`config.mk`:
```
export PLATFORM = sky130hd
export DESIGN_NAME = mem_arbiter
export DESIGN_NICKNAME = d
export VERILOG_FILES = /design/src/rtl/mem_arb_pkg.sv /design/src/rtl/mem_arbiter_arb_rr2.sv /design/src/rtl/mem_arbiter.sv
export SDC_FILE = /design/constraint.sdc
export NUM_CORES = 1
export LEC_CHECK = 0
export CAP_MARGIN = 20
export CORE_MARGIN = 1.5
export CORE_UTILIZATION = 39
export DETAILED_ROUTE_END_ITERATION = 6
export PLACE_DENSITY = 0.81
export SETUP_SLACK_MARGIN = 0.05
export SYNTH_ARGS = -nofsm -noshare
export SYNTH_HDL_FRONTEND = slang
export SYNTH_HIERARCHICAL = 1
export SYNTH_SLANG_ARGS = --single-unit
```
`constraint.sdc`:
```
create_clock -name clk -period 1.81 [get_ports clk]
set_input_delay 0.362 -clock clk [delete_from_list [all_inputs] [get_ports clk]]
set_output_delay 0.362 -clock clk [all_outputs]
set_load 0.02 [all_outputs]
```
`src/rtl/mem_arb_pkg.sv`:
```
// Shared types and constants for the unified-memory arbiter.
package mem_arb_pkg;
    typedef enum logic [1:0] {
        IDLE,
        ACC,
        ACK
    } state_e;

    typedef enum logic {
        OWN_CPU = 1'b0,
        OWN_DMA = 1'b1
    } owner_e;

    localparam int unsigned CNT_W = 4;
endpackage

```
`src/rtl/mem_arbiter_arb_rr2.sv`:
```
// Combinational 2-way picker: round-robin on ties, or fixed CPU priority
// when CPU_PRIORITY_EN is defined.
module arb_rr2
    import mem_arb_pkg::*;
(
    input  logic [1:0] req_i,
    input  logic       last_owner_i,
    output logic       grant_id_o
);
    always_comb begin
        grant_id_o = OWN_CPU;
        if (req_i == 2'b10) begin
            grant_id_o = OWN_DMA;
        end else if (req_i == 2'b11) begin
`ifdef CPU_PRIORITY_EN
            grant_id_o = OWN_CPU;
`else
            grant_id_o = ~last_owner_i;
`endif
        end
    end
endmodule

```
`src/rtl/mem_arbiter.sv`:
```
// Serialises CPU and DMA accesses onto the single-port memory with MEM_LAT
// wait cycles and a one-cycle ack. Optional macro: CPU_PRIORITY_EN.
module mem_arbiter
    import mem_arb_pkg::*;
#(
    parameter int unsigned ADDR_W  = 12,
    parameter int unsigned DATA_W  = 12,
    parameter int unsigned MEM_LAT = 2
) (
    input  logic              clk,
    input  logic              rst,
    input  logic              cpu_req,
    input  logic              cpu_we,
    input  logic [ADDR_W-1:0] cpu_addr,
    input  logic [DATA_W-1:0] cpu_wdata,
    output logic [DATA_W-1:0] cpu_rdata,
    output logic              cpu_ack,
    output logic              cpu_gnt,
    input  logic              dma_req,
    input  logic              dma_we,
    input  logic [ADDR_W-1:0] dma_addr,
    input  logic [DATA_W-1:0] dma_wdata,
    output logic [DATA_W-1:0] dma_rdata,
    output logic              dma_ack,
    output logic              dma_gnt,
    output logic              mem_en,
    output logic              mem_we,
    output logic [ADDR_W-1:0] mem_addr,
    output logic [DATA_W-1:0] mem_wdata,
    input  logic [DATA_W-1:0] mem_rdata
);
    state_e            state_q, state_d;
    logic [CNT_W-1:0]  cnt_q, cnt_d;
    owner_e            owner_q, owner_d;
    owner_e            last_owner_q, last_owner_d;
    logic              mem_en_q, mem_en_d;
    logic              mem_we_q, mem_we_d;
    logic [ADDR_W-1:0] mem_addr_q, mem_addr_d;
    logic [DATA_W-1:0] mem_wdata_q, mem_wdata_d;
    logic              cpu_ack_q, cpu_ack_d, dma_ack_q, dma_ack_d;
    logic              cpu_gnt_q, cpu_gnt_d, dma_gnt_q, dma_gnt_d;
    logic [DATA_W-1:0] cpu_rdata_q, cpu_rdata_d, dma_rdata_q, dma_rdata_d;
    logic              grant_id;
    logic              sel_dma;

    arb_rr2 u_arb (
        .req_i        ({dma_req, cpu_req}),
        .last_owner_i (last_owner_q),
        .grant_id_o   (grant_id)
    );

    assign sel_dma = (grant_id == OWN_DMA);

    always_comb begin
        state_d      = state_q;
        cnt_d        = cnt_q;
        owner_d      = owner_q;
        last_owner_d = last_owner_q;
        mem_en_d     = mem_en_q;
        mem_we_d     = mem_we_q;
        mem_addr_d   = mem_addr_q;
        mem_wdata_d  = mem_wdata_q;
        cpu_ack_d    = cpu_ack_q;
        dma_ack_d    = dma_ack_q;
        cpu_gnt_d    = cpu_gnt_q;
        dma_gnt_d    = dma_gnt_q;
        cpu_rdata_d  = cpu_rdata_q;
        dma_rdata_d  = dma_rdata_q;

        case (state_q)
            IDLE: begin
                if (cpu_req || dma_req) begin
                    owner_d      = owner_e'(grant_id);
                    last_owner_d = owner_e'(grant_id);
                    mem_en_d     = 1'b1;
                    mem_we_d     = sel_dma ? dma_we    : cpu_we;
                    mem_addr_d   = sel_dma ? dma_addr  : cpu_addr;
                    mem_wdata_d  = sel_dma ? dma_wdata : cpu_wdata;
                    cpu_gnt_d    = ~sel_dma;
                    dma_gnt_d    = sel_dma;
                    cnt_d        = CNT_W'(MEM_LAT - 1);
                    state_d      = ACC;
                end
            end
            ACC: begin
                if (cnt_q != '0) begin
                    cnt_d = cnt_q - CNT_W'(1);
                end else begin
                    // mem_rdata is valid at the end of the last enable cycle
                    mem_en_d = 1'b0;
                    mem_we_d = 1'b0;
                    state_d  = ACK;
                    if (owner_q == OWN_CPU) begin
                        cpu_ack_d = 1'b1;
                        if (!mem_we_q) cpu_rdata_d = mem_rdata;
                    end else begin
                        dma_ack_d = 1'b1;
                        if (!mem_we_q) dma_rdata_d = mem_rdata;
                    end
                end
            end
            ACK: begin
                cpu_ack_d   = 1'b0;
                dma_ack_d   = 1'b0;
                cpu_gnt_d   = 1'b0;
                dma_gnt_d   = 1'b0;
                cpu_rdata_d = '0;
                dma_rdata_d = '0;
                state_d     = IDLE;
            end
            default: state_d = IDLE;
        endcase
    end

    always_ff @(posedge clk or posedge rst) begin
        if (rst) begin
            state_q      <= IDLE;
            cnt_q        <= '0;
            owner_q      <= OWN_CPU;
            last_owner_q <= OWN_DMA;
            mem_en_q     <= 1'b0;
            mem_we_q     <= 1'b0;
            mem_addr_q   <= '0;
            mem_wdata_q  <= '0;
            cpu_ack_q    <= 1'b0;
            dma_ack_q    <= 1'b0;
            cpu_gnt_q    <= 1'b0;
            dma_gnt_q    <= 1'b0;
            cpu_rdata_q  <= '0;
            dma_rdata_q  <= '0;
        end else begin
            state_q      <= state_d;
            cnt_q        <= cnt_d;
            owner_q      <= owner_d;
            last_owner_q <= last_owner_d;
            mem_en_q     <= mem_en_d;
            mem_we_q     <= mem_we_d;
            mem_addr_q   <= mem_addr_d;
            mem_wdata_q  <= mem_wdata_d;
            cpu_ack_q    <= cpu_ack_d;
            dma_ack_q    <= dma_ack_d;
            cpu_gnt_q    <= cpu_gnt_d;
            dma_gnt_q    <= dma_gnt_d;
            cpu_rdata_q  <= cpu_rdata_d;
            dma_rdata_q  <= dma_rdata_d;
        end
    end

    assign cpu_rdata = cpu_rdata_q;
    assign cpu_ack   = cpu_ack_q;
    assign cpu_gnt   = cpu_gnt_q;
    assign dma_rdata = dma_rdata_q;
    assign dma_ack   = dma_ack_q;
    assign dma_gnt   = dma_gnt_q;
    assign mem_en    = mem_en_q;
    assign mem_we    = mem_we_q;
    assign mem_addr  = mem_addr_q;
    assign mem_wdata = mem_wdata_q;
endmodule

```
## Word-level counts from Yosys, hierarchy flattened

Index checks and enable logic that the tools add are counted.

- Flip-flop bits (word level): 62
- Input port bits: 66
- Output and inout port bits: 54
- Logic and storage cells: 75

- $add $sub $neg: 1
- Eq/ne operators: 10
- Multiplexer cells: 33
- Bitwise logic cells: 2
- Reduce and logical (&&, ||, !) cells: 15

Operators with widths:

| cell | number |
|---|---|
| 2-to-1 mux 12 bit | 7 |
| case mux 12 bit (2 select lines) | 2 |
| 2-to-1 mux 1 bit | 12 |
| inequality test 2 bit (second input constant) | 6 |
| case mux 1 bit (2 select lines) | 6 |
| AND reduction 3 bit | 4 |
| 2-to-1 mux 4 bit | 2 |
| case mux 4 bit (2 select lines) | 1 |
| AND reduction 4 bit | 2 |
| equality test 2 bit (second input constant) | 3 |
| AND reduction 2 bit | 3 |
| nonzero test 2 bit | 3 |
| 2-to-1 mux 2 bit | 2 |
| case mux 2 bit (2 select lines) | 1 |
| nonzero test 4 bit | 1 |
| subtractor 4 x 1 -> 4 bit (second input constant) | 1 |
| equality test 2 x 1 -> 1 bit (second input constant) | 1 |
| zero test 2 bit | 1 |
| NOT 1 bit | 2 |
| logical OR 1 bit | 1 |

## Depth between registers and ports, before layout

Gate-level depths: netlist of run 1.

- Depth after elaboration: 6
- Gate-level depth with buffers: 9
- Depth with buffers taken out: 6

## By module

Netlist of run 1, hierarchy kept.

By module, submodules not included:

| module | instances | cells each | area an instance (um^2) |
|---|---|---|---|
| mem_arbiter | 1 | 282 | 2879.0 |
| arb_rr2 | 1 | 1 | 11.3 |

## Worst setup path before layout of run 1

OpenSTA, ideal clock, no wires.

- Path type: reg-to-reg
- Start: register cnt_q[0]
- End: register dma_rdata_q[0] (netlist: dma_rdata[0])
- Library setup time: 0.121 ns
- Arrival: 1.803 ns
- Data required time: 1.689 ns
- Setup slack: -0.114 ns
- Stages on the path, launching flop included: 8
- Path buffers: 1
- Clock period less this slack: 1.924 ns
- Cell sequence: dfrtp_1 -> inv_1 -> ha_1 -> or3b_4 -> or3_1 -> buf_6 -> a21boi_4 -> a22o_1

- Cells in the longest elaborated chain, start to end: 3

RTL lines:

| item | line | RTL |
|---|---|---|
| start: declaration | mem_arbiter.sv:33 | `logic [CNT_W-1:0] cnt_q, cnt_d;` |
| start signal: assignment | mem_arbiter.sv:133 | `cnt_q <= cnt_d;` |
| nonzero test 4 bit | mem_arbiter.sv:86 | `if (cnt_q != '0) begin` |
| inequality test 2 bit (no source line) | n/a |  |
| AND reduction 4 bit (no source line) | n/a |  |
| end signal: assignment | mem_arbiter.sv:145 | `dma_rdata_q <= dma_rdata_d;` |
| end: declaration | mem_arbiter.sv:42 | `logic [DATA_W-1:0] cpu_rdata_q, cpu_rdata_d, dma_rdata_q, dma_rdata_d;` |

No other way between the ends.
A chain may end at the register's enable or synchronous reset.

## Worst setup path after layout of run 1

- Start: register cnt_q[1]
- End: register dma_rdata_q[2] (netlist: dma_rdata[2])

The elaborated chain is that of the path after synthesis.

==> metrics, run 1 <==
endpoint type of the worst setup path register; Clock transition at path regs 0.07 ns; number of global-route vias before repair 2679; Post-synth EDFFs 0; ANT cells 0; DP HPWL 5.66 mm; FP Rows 31; Area contributors post-synth dfrtp_1, mux2i_1, o21ai_0, nand2_1, ha_1; largest net degree at the start of global routing 51; Mean Syn Cell Area 10.2 µm²; Layout area overhead 61.0%; DR iter-0 viols 118; Synth Cell Area 0.00289 mm²; violated checks negative setup slack; count leader, synth dfrtp_1; TNS Setup -0.377 ns; register area share after synthesis 53.7%; antenna-violating nets left 0; number of library cell types mapped by synthesis 34; Post-Synthesis Cells 283; Final WS setup -0.0536 ns; worst slew pin tran 0.447 ns; leakage power 2.09 nW; reg2reg path depth 7; total power 0.00822 W; nets@finish 497; fmax 537 MHz; Routed WL per cell 14.7 µm; Util after Layout 64.5%; die footprint 0.00794 mm²; Hold WC Path Type input pin to async pin; RePlAce Congestion 0.807; post-route design area 0.00465 mm²; clk sinks 62; CP max stage cell dfrtp_1; Period minus WS final 1.86 ns; CTS root buffer clkbuf_8; FF-to-FF setup slack -0.05 ns; clk_lat worst skew 0.34 ns; CP startpoint kind register; I/O Buffers 119; vias after detailed routing 2615; GRT Total Usage 20.8%; Seq cells post-synth 62; H-tree Lvls 3; initial core utilization 40.1%; syn_nets 356; Core ar. 0.00721 mm²; Critical Path, Cell by Cell inv_2 > ha_4 > or3b_4 > or3_4 > buf_6 > nor2_4 > a22o_1; Worst Path Arrival 2.14 ns; CTS tree yes; Pre-Repair DR Iteration Count 4; CP Class register to register; CP max FO 5; placed cells 503; Fin. Hold Viols 0; placed instance area 0.00434 mm²; final setup fails 12; maximum VDD drop 0.967 mV; Via density 4.95; drc violations 0; area leader, netlist dfrtp_1; status finished with violations; Slew Limit Fails 0; FILL cells 601; drt total wl 7.78 mm; area share of the largest cell type after synthesis 52.8%; initial antenna violation count 0; largest stage delay on the critical path 0.39 ns; dominant synthesized flop cell dfrtp_1; RSZ-0062 raised after global routing yes; Top Ports 120; die span in x 89.1 µm; max cap viols 0; synth cell count leaders dfrtp_1, nand2_1, o21ai_0, mux2i_1; RR Startpoint cnt_q[1]$_DFFE_PP0P_; first-pass GRT wire length 12.4 mm; Die Y-Extent 89.1 µm; Yosys Warn Count 6; PwrDens 1770 mW/mm²; Num CTS Buffers 9; Max clock buf depth 2; worst r2r dst dma_rdata[2]$_DFFE_PP0P_; overflow left after global routing 0; ys async rst share 100%; Max transition margin 70.1%; critical path required time 2.09 ns; clock skew 0.00991 ns; share of post-route cells with drive strength above 1 14.9%; final period utilization 103%; Finished Layout Cells 528; Post-CTS Hold Fix Bufs 0
==> critical path: cells and delay by family, from the launching register on <==
family / cells / cell delay (ns)
simple gates: 3 / 0.87
compound gates: 1 / 0.17
flops: 1 / 0.39
fa+ha+maj: 1 / 0.14
buf+inv: 2 / 0.22
==> cell usage in the layout (no fill, tap or decap), types with 2 or more instances in the layout <==
master           netlist  final
a22o_1                 7      7
buf_4                  2     19
inv_1                 10      6
buf_12                 0      4
o21ai_1                1      7
clkinv_2               0      4
dfrtp_1               61     61
nor2_1                 5      5
ha_1                   7      5
o21ai_2                0      2
a21boi_4               1      2
buf_6                  2      3
inv_2                  0      3
o211ai_1              10     10
nand2b_1               5      5
nand2_1               57     56
clkbuf_8               0     10
o21ai_0               53     45
a21oi_2                0      2
clkdlybuf4s50_1        0    118
mux2i_1               28     28
nor3b_2                0      2
==> stage by stage <==
step	hold slack, ns	setup WS [ns]
detailed placement	0.470	-0.0488
global placement	0.460	0.0264
floorplan	0.447	-0.0296
finish	0.379	-0.0536
CTS	0.378	-0.0158
global route	0.399	-0.123
==> report_power, final <==
part / leakage [nW] / switching, W / internal (W)
registers: 0.777 / 0.000428 / 0.00206
logic: 1.21 / 0.00235 / 0.00218
clock network: 0.103 / 0.000530 / 0.000664
==> worst max path at each step <==
| stage | start | end | slack [ns] |
|---|---|---|---|
| after floorplan | cnt_q[0]$_DFFE_PP0P_ | dma_rdata[0]$_DFFE_PP0P_ | -0.03 |
| after global placement | cpu_req | mem_addr[10]$_DFFE_PP0P_ | 0.03 |
| after detailed placement | cpu_req | mem_wdata[10]$_DFFE_PP0P_ | -0.05 |
| after CTS | cnt_q[1]$_DFFE_PP0P_ | dma_rdata[2]$_DFFE_PP0P_ | -0.02 |
| after global routing | cnt_q[1]$_DFFE_PP0P_ | dma_rdata[8]$_DFFE_PP0P_ | -0.12 |
| final | cnt_q[1]$_DFFE_PP0P_ | dma_rdata[2]$_DFFE_PP0P_ | -0.05 |
==> cell type report <==
type                            instances  area, µm²  area share, %
Sequential cell                        62       1550           33.4
Timing Repair Buffer                  147       1470           31.7
Multi-Input combinational cell        194       1270           27.3
Clock buffer                           11        141           3.04
Tap cell                               99        124           2.66
Clock inverter                          5       50.0           1.08
Inverter                               10       41.3          0.888
==> state kept, by name, indices dropped and copies added, names as in the netlist <==
register / flops
owner_q: 1
cpu_rdata: 12
dma_gnt: 1
cnt_q: 4
dma_rdata: 12
mem_en: 1
mem_addr: 12
mem_wdata: 12
last_owner_q: 1
state_q: 2
cpu_gnt: 1
mem_we: 1
cpu_ack: 1
dma_ack: 1
==> cell families after synthesis <==
family | Yosys count | synth area share [%]
flip-flops | 62 | 53.7
multiplexers | 28 | 9.70
AO/OA/AOI/OAI | 82 | 17.4
buffers and inverters | 27 | 4.42
AND/OR/NAND/NOR | 77 | 11.7
adder cells (fa/ha/maj) | 7 | 3.03
==> routing by layer <==
layer / up-vias / share of wire [%] / wire length, µm / track usage, %
met1: 1206 / 39 / 3050 / 24.0
li1: 1261 / - / - / -
met3: 16 / 11 / 876 / 8.31
met2: 132 / 48 / 3700 / 33.8
met5: - / 0 / 0 / 0
met4: 0 / 2.0 / 157 / 10.1
==> repair_timing <==
item | 4_1_cts | 5_1_grt
cloned | 0 | 3
gates resized for setup | 8 | 15
pin swaps | 3 | 2
endpoints found under the setup margin | 13 | 32
buffers inserted | 1 | 5
Power figures use the tool's default switching activity.
==> run 2: changes to the inputs <==
--- a/config.mk
+++ b/config.mk
@@ -11,6 +11,7 @@
 export DETAILED_ROUTE_END_ITERATION = 6
 export PLACE_DENSITY = 0.81
 export SETUP_SLACK_MARGIN = 0.05
+export SLEW_MARGIN = 10
 export SYNTH_ARGS = -nofsm -noshare
 export SYNTH_HDL_FRONTEND = slang
 export SYNTH_HIERARCHICAL = 1
==> results of run 2 <==
Final layout, timing and power as in run 1 (identical DEF).
